==> src/rtl/bll_pkg.sv <==
// rtl/bll_pkg.sv - shared state encoding and nibble width for the serial subtractor
package bll_pkg;

  typedef enum logic [1:0] {IDLE, RUN, DONE} bll_state_t;

  localparam int NIBBLE_W = 4;

endpackage

==> src/rtl/bll_serial_subtractor_if.sv <==
// rtl/bll_serial_subtractor_if.sv - operand/result handshake bundle; zero/neg/ovf exist only with BLL_FLAGS_EN
interface bll_serial_subtractor_if #(
  parameter int WIDTH = 16
);
  logic             in_valid;
  logic             in_ready;
  logic [WIDTH-1:0] a;
  logic [WIDTH-1:0] b;
  logic             bin;
  logic             out_valid;
  logic             out_ready;
  logic [WIDTH-1:0] diff;
  logic             bout;
`ifdef BLL_FLAGS_EN
  logic             zero;
  logic             neg;
  logic             ovf;
`endif

  modport master (
    output in_valid, a, b, bin, out_ready,
`ifdef BLL_FLAGS_EN
    input  zero, neg, ovf,
`endif
    input  in_ready, out_valid, diff, bout
  );

  modport slave (
    input  in_valid, a, b, bin, out_ready,
`ifdef BLL_FLAGS_EN
    output zero, neg, ovf,
`endif
    output in_ready, out_valid, diff, bout
  );

endinterface

==> src/rtl/bll.sv <==
// rtl/bll.sv - 4-bit borrow-lookahead slice, every borrow a flat sum of products
module bll
  import bll_pkg::*;
(
  input  logic [NIBBLE_W-1:0] a,
  input  logic [NIBBLE_W-1:0] b,
  input  logic                bin,
  output logic [NIBBLE_W-1:0] d,
  output logic [NIBBLE_W-1:0] borrow
);
  logic [NIBBLE_W-1:0] g;
  logic [NIBBLE_W-1:0] p;

  // generate when a<b bitwise, propagate when the bits are equal
  assign g = ~a & b;
  assign p = ~(a ^ b);

  assign borrow[0] = g[0] | (p[0] & bin);
  assign borrow[1] = g[1] | (p[1] & g[0]) | (p[1] & p[0] & bin);
  assign borrow[2] = g[2] | (p[2] & g[1]) | (p[2] & p[1] & g[0])
                   | (p[2] & p[1] & p[0] & bin);
  assign borrow[3] = g[3] | (p[3] & g[2]) | (p[3] & p[2] & g[1])
                   | (p[3] & p[2] & p[1] & g[0]) | (p[3] & p[2] & p[1] & p[0] & bin);

  assign d = a ^ b ^ {borrow[2:0], bin};

endmodule

==> src/rtl/bll_serial_subtractor.sv <==
// rtl/bll_serial_subtractor.sv - nibble-serial a-b-bin with registered inter-nibble borrow; BLL_FLAGS_EN adds zero/neg/ovf
module bll_serial_subtractor
  import bll_pkg::*;
#(
  parameter int WIDTH = 16
) (
  input logic                    clk,
  input logic                    rst,
  bll_serial_subtractor_if.slave bus
);
  localparam int NIB   = WIDTH / NIBBLE_W;
  localparam int CNT_W = (NIB > 1) ? $clog2(NIB) : 1;

  bll_state_t          state;
  logic [CNT_W-1:0]    cnt;
  logic [WIDTH-1:0]    a_q;
  logic [WIDTH-1:0]    b_q;
  logic [WIDTH-1:0]    diff_q;
  logic                brw;
  logic                bout_q;
  logic                in_ready_q;
  logic                out_valid_q;

  logic [NIBBLE_W-1:0] a_nib;
  logic [NIBBLE_W-1:0] b_nib;
  logic [NIBBLE_W-1:0] d_nib;
  logic [NIBBLE_W-1:0] borrow_nib;
  logic [WIDTH-1:0]    diff_nx;

  // one shared slice, operand nibbles selected by the step counter
  always_comb begin
    a_nib   = a_q[int'(cnt)*NIBBLE_W +: NIBBLE_W];
    b_nib   = b_q[int'(cnt)*NIBBLE_W +: NIBBLE_W];
    diff_nx = diff_q;
    diff_nx[int'(cnt)*NIBBLE_W +: NIBBLE_W] = d_nib;
  end

  bll u_bll (
    .a      (a_nib),
    .b      (b_nib),
    .bin    (brw),
    .d      (d_nib),
    .borrow (borrow_nib)
  );

`ifdef BLL_FLAGS_EN
  logic zero_q;
  logic neg_q;
  logic ovf_q;

  assign bus.zero = zero_q;
  assign bus.neg  = neg_q;
  assign bus.ovf  = ovf_q;
`endif

  always_ff @(posedge clk) begin
    if (rst) begin
      state       <= IDLE;
      cnt         <= '0;
      a_q         <= '0;
      b_q         <= '0;
      diff_q      <= '0;
      brw         <= 1'b0;
      bout_q      <= 1'b0;
      in_ready_q  <= 1'b1;
      out_valid_q <= 1'b0;
`ifdef BLL_FLAGS_EN
      zero_q      <= 1'b0;
      neg_q       <= 1'b0;
      ovf_q       <= 1'b0;
`endif
    end else begin
      case (state)
        IDLE: begin
          if (bus.in_valid) begin
            a_q        <= bus.a;
            b_q        <= bus.b;
            brw        <= bus.bin;
            diff_q     <= '0;
            cnt        <= '0;
            in_ready_q <= 1'b0;
            state      <= RUN;
          end
        end
        RUN: begin
          diff_q <= diff_nx;
          brw    <= borrow_nib[NIBBLE_W-1];
          if (cnt == CNT_W'(NIB - 1)) begin
            bout_q      <= borrow_nib[NIBBLE_W-1];
            out_valid_q <= 1'b1;
            state       <= DONE;
`ifdef BLL_FLAGS_EN
            zero_q      <= (diff_nx == '0);
            neg_q       <= diff_nx[WIDTH-1];
            ovf_q       <= (a_q[WIDTH-1] ^ b_q[WIDTH-1]) & (diff_nx[WIDTH-1] ^ a_q[WIDTH-1]);
`endif
          end else begin
            cnt <= cnt + 1'b1;
          end
        end
        DONE: begin
          if (bus.out_ready) begin
            out_valid_q <= 1'b0;
            in_ready_q  <= 1'b1;
            state       <= IDLE;
          end
        end
        default: state <= IDLE;
      endcase
    end
  end

  assign bus.in_ready  = in_ready_q;
  assign bus.out_valid = out_valid_q;
  assign bus.diff      = diff_q;
  assign bus.bout      = bout_q;

endmodule

==> src/flat_wrapper.sv <==
// flat-port wrapper written by rule: the top's interface ports become plain ports
module bll_serial_subtractor_flat import bll_pkg::*;
#(
  parameter int WIDTH = 16
)
  (clk, rst, bus_in_valid, bus_a, bus_b, bus_bin, bus_out_ready, bus_in_ready, bus_out_valid, bus_diff, bus_bout);
  bll_serial_subtractor_if #(.WIDTH(WIDTH)) bus_i ();
  input logic clk;
  input logic rst;
  input wire logic [$bits(bus_i.in_valid)-1:0] bus_in_valid;
  input wire logic [$bits(bus_i.a)-1:0] bus_a;
  input wire logic [$bits(bus_i.b)-1:0] bus_b;
  input wire logic [$bits(bus_i.bin)-1:0] bus_bin;
  input wire logic [$bits(bus_i.out_ready)-1:0] bus_out_ready;
  output wire logic [$bits(bus_i.in_ready)-1:0] bus_in_ready;
  output wire logic [$bits(bus_i.out_valid)-1:0] bus_out_valid;
  output wire logic [$bits(bus_i.diff)-1:0] bus_diff;
  output wire logic [$bits(bus_i.bout)-1:0] bus_bout;
  assign bus_i.in_valid = bus_in_valid;
  assign bus_i.a = bus_a;
  assign bus_i.b = bus_b;
  assign bus_i.bin = bus_bin;
  assign bus_i.out_ready = bus_out_ready;
  assign bus_in_ready = bus_i.in_ready;
  assign bus_out_valid = bus_i.out_valid;
  assign bus_diff = bus_i.diff;
  assign bus_bout = bus_i.bout;
  bll_serial_subtractor #(.WIDTH(WIDTH)) u_core (.clk(clk), .rst(rst), .bus(bus_i));
endmodule
==> config.mk <==
export PLATFORM = sky130hd
export DESIGN_NAME = bll_serial_subtractor_flat
export DESIGN_NICKNAME = d
export VERILOG_FILES = /design/src/rtl/bll_pkg.sv /design/src/rtl/bll_serial_subtractor_if.sv /design/src/rtl/bll.sv /design/src/rtl/bll_serial_subtractor.sv /design/src/flat_wrapper.sv
export SDC_FILE = /design/constraint.sdc
export NUM_CORES = 1
export LEC_CHECK = 0
export ABC_AREA = 0
export CAP_MARGIN = 20
export CORE_UTILIZATION = 39
export DETAILED_ROUTE_END_ITERATION = 10
export PLACE_DENSITY = 0.64
export SYNTH_ARGS = -nofsm -noshare
export SYNTH_HDL_FRONTEND = slang
export SYNTH_SLANG_ARGS = --single-unit
==> constraint.sdc <==
create_clock -name clk -period 4.52 [get_ports clk]
set_input_delay 0.678 -clock clk [delete_from_list [all_inputs] [get_ports clk]]
set_output_delay 0.678 -clock clk [all_outputs]
set_load 0.02 [all_outputs]
==> reports/results.ini <==
[layout]
area_growth_pct = 27.6
n_antenna_cell = 0
drive_above_1_share_pct = 6.59
filler_cell_count = 616
layout.nets = 379
fin_cells = 409

[synth]
syn_nets = 334
synth-compound-area-share_pct = 17.4
synth_seq_cells = 56
synth_sequential_area_ratio_pct = 44.8
netlist-cell-type-count = 33
syn_area_per_cell_um2 = 8.68
main_combinational_cell_family_by_area_after_synthesis = simple AND/OR/NAND/NOR gates
synthesis.area_um2 = 2500
xor_xnor_portion_of_the_synthesized_cell_area_pct = 0.701
synth.mux.area_fraction_pct = 7.21
yosysWarnings = 0
post_synth_and_or_nand_nor_area_fraction_pct = 19.9
post_synth_fa_ha_maj_area_fraction_pct = 4.80
synthesized_instance_count = 288

[global_route]
grt_antenna_before_repair = 0
global_route.overflow_total = 0
first_pass_grt_wire_length_um = 8940
grt_start_max_net_pins = 61
number_of_global_route_vias_before_repair = 1949
globalRouteTotalUtil_pct = 17.3

[floorplanning]
num_rows = 28
die_area_um2 = 6730
floorplan.initialDensity_pct = 41.2
core_footprint_um2 = 6060
ios = 56
die_y_um = 82.1
die_width_um = 82.1

[placed_design]
gp_congestion = 0.749
pre_cts_slack_ns = 1.64
place_hpwl_um = 3680
placed_cells = 400
number_of_port_buffers = 55

[clocking]
ctsLongestPathBuffers = 2
clk_pin_slew_ns = 0.10
post_cts.repair.setup_buffers = 0
clock_tree.root_cell = clkbuf_8
tritoncts = done
clock-sinks = 56
cts_resized = 0
worst_skew_pair.late_latency_ns = 0.31
tritoncts.num_buffers = 5
htreeDepth = 2
postCtsHoldBufs = 0

[timing]
tightest_slew_ns = 1.03
layout_worst_path_cycle_share_pct = 64.0
finalSetupViolations = 0
finalWorstPathRequiredPeriod_ns = 2.89
worst_setup_skew_after_layout_ns = 0.00740
fmax_mhz = 345
fin_hold_ws_ns = 0.456
final_critical_path_setup_slack_ns = 1.63
final-hold-violation-count = 0
maxSlewHeadroom_pct = 31.4
finalSetupTns_ns = 0
slew_viol_final = 0
grt_setup_unrepaired = false

[power_and_ir_drop]
power_leakage_uw = 0.00116
cellPowerDensity_nw_per_um2 = 328
vdd_drop_max_mv = 0.176

[setup_path]
required_worst_endpoint_ns = 4.67
timing.critical_path.from_type = flop
timing.critical_path.fanout_max = 17
cp.arrival_ns = 3.05
critical_path_class = flop to flop
cp-end-kind = flop

[detailed_routing]
detailedRoute.firstIterationViolations = 81
drt_pass1_iterations = 4
totalWireLength_um = 5230
antenna_violating_nets_post_route = 0
vias = 2104
via_density = 5.14
wl_per_cell_um = 12.8
drcViolationCount = 0

[job]
cap_viol_max_count = 0

[outcome]
status = completed

[min_path]
hold_path.class = flop to flop

==> kinds of logic (layout without fill, tap and decap cells) <==
logic type | Yosys count | after routing
AOI/OAI and AO/OA | 74 | 74
and+or+nand+nor | 111 | 111
adders and majority gates | 9 | 9
xor gates and xnor gates | 2 | 2
muxes | 8 | 8
DFF | 56 | 56
buffers and inverters | 28 | 74
==> through the flow <==
| stage | total power [uW] | area, um2 | util [%] |
|---|---|---|---|
| 2_1_floorplan | 659 | 2500 | - |
| 3_3_place_gp | 722 | 3060 | 50.5 |
| 3_5_place_dp | 725 | 3060 | 50.5 |
| 4_1_cts | 1050 | 3170 | 52.4 |
| 5_1_grt | 1100 | 3190 | 52.6 |
| 6_report | 1050 | 3190 | 52.6 |
==> power by group <==
part	leakage [uW]	internal, uW	switching [uW]
Sequential	0.000457	517	22.5
Clock	0.0000548	167	165
Combinational	0.000646	84.0	91.3
==> cell type report <==
class | count | area (um2) | share of cell area [%]
Multi-Input combinational cell | 204 | 1260 | 39.4
Tap cell | 75 | 93.8 | 2.94
Sequential cell | 56 | 1120 | 35.2
Clock buffer | 5 | 68.8 | 2.16
Clock inverter | 3 | 46.3 | 1.45
Timing Repair Buffer | 57 | 568 | 17.8
Inverter | 9 | 33.8 | 1.06
==> worst max-delay path: stages (launching register included) <==
cell and delay (ns):
dfxtp_1 0.83, mux4_2 0.62, ha_1 0.31, a211oi_1 0.31, o21bai_1 0.17, xor2_1 0.35, o31ai_1 0.15
==> layer usage <==
layer  vias up  routed length [um]  global-route usage, %
li1       1080                   -                      -
met1       967                2470                   22.9
met3         5                 223                   3.33
met2        52                2500                   28.5
met5         -                   0                      0
met4         0                  38                   4.74
==> cell usage in the layout (no fill, tap or decap), types with 2 or more instances in the layout <==
cell,synthesis,layout
a22oi_1,9,9
mux4_2,8,8
nor3b_1,2,2
nor2_1,14,14
inv_1,9,9
nand2_1,76,76
clkdlybuf4s50_1,0,54
ha_1,8,8
a211oi_1,4,4
clkbuf_8,0,5
nor2b_1,2,2
nand3_1,2,2
nand2b_1,3,3
nand3b_1,4,4
and3_1,2,2
a21o_1,5,5
o21ai_0,6,6
o31ai_1,4,4
dfxtp_1,56,56
a21oi_1,42,42
o21bai_1,2,2
==> registers in the layout, summed over array words and instances, names as in the netlist <==
register / cells
u_core.state: 2
u_core.bus.out_valid: 1
u_core.brw: 1
u_core.bus.bout: 1
u_core.b_q: 16
u_core.bus.diff: 16
u_core.a_q: 16
u_core.cnt: 2
u_core.bus.in_ready: 1
==> worst paths after layout <==
kind                  startpoint            endpoint  slack, ns  cells past startpoint
setup / recovery   u_core.cnt[0]  u_core.bus.diff[3]       1.63                      6
hold / removal    u_core.b_q[15]      u_core.b_q[15]       0.46                      2
setup reg to reg   u_core.cnt[0]  u_core.bus.diff[3]       1.63                      6
hold reg to reg   u_core.b_q[15]      u_core.b_q[15]       0.46                      2
==> synth_stat cells <==
library cell | n | area share (%)
nand2_1 | 76 | 11
dfxtp_1 | 56 | 45
a21oi_1 | 42 | 8.4
nor2_1 | 14 | 2.1
a22oi_1 | 9 | 2.7
buf_2 | 9 | 1.8
inv_1 | 9 | 1.4
ha_1 | 8 | 4.0
mux4_2 | 8 | 7.2
clkbuf_1 | 7 | 1.1
o21ai_0 | 6 | 1.2
a21o_1 | 5 | 1.5
a211oi_1 | 4 | 1.2
nand3b_1 | 4 | 1.2
o31ai_1 | 4 | 1.2
buf_4 | 3 | 0.90
nand2b_1 | 3 | 0.75
and3_1 | 2 | 0.50
nand3_1 | 2 | 0.40
nor2b_1 | 2 | 0.50
nor3b_1 | 2 | 0.60
o21bai_1 | 2 | 0.60
a2111oi_0 | 1 | 0.35
and4_1 | 1 | 0.35
and4bb_2 | 1 | 0.50
fa_1 | 1 | 0.80
nand4_1 | 1 | 0.25
nor3b_2 | 1 | 0.50
nor4b_2 | 1 | 0.60
o22ai_1 | 1 | 0.25
or2_1 | 1 | 0.25
xnor2_1 | 1 | 0.35
xor2_1 | 1 | 0.35
No activity file was read; power rests on OpenSTA's default activity.
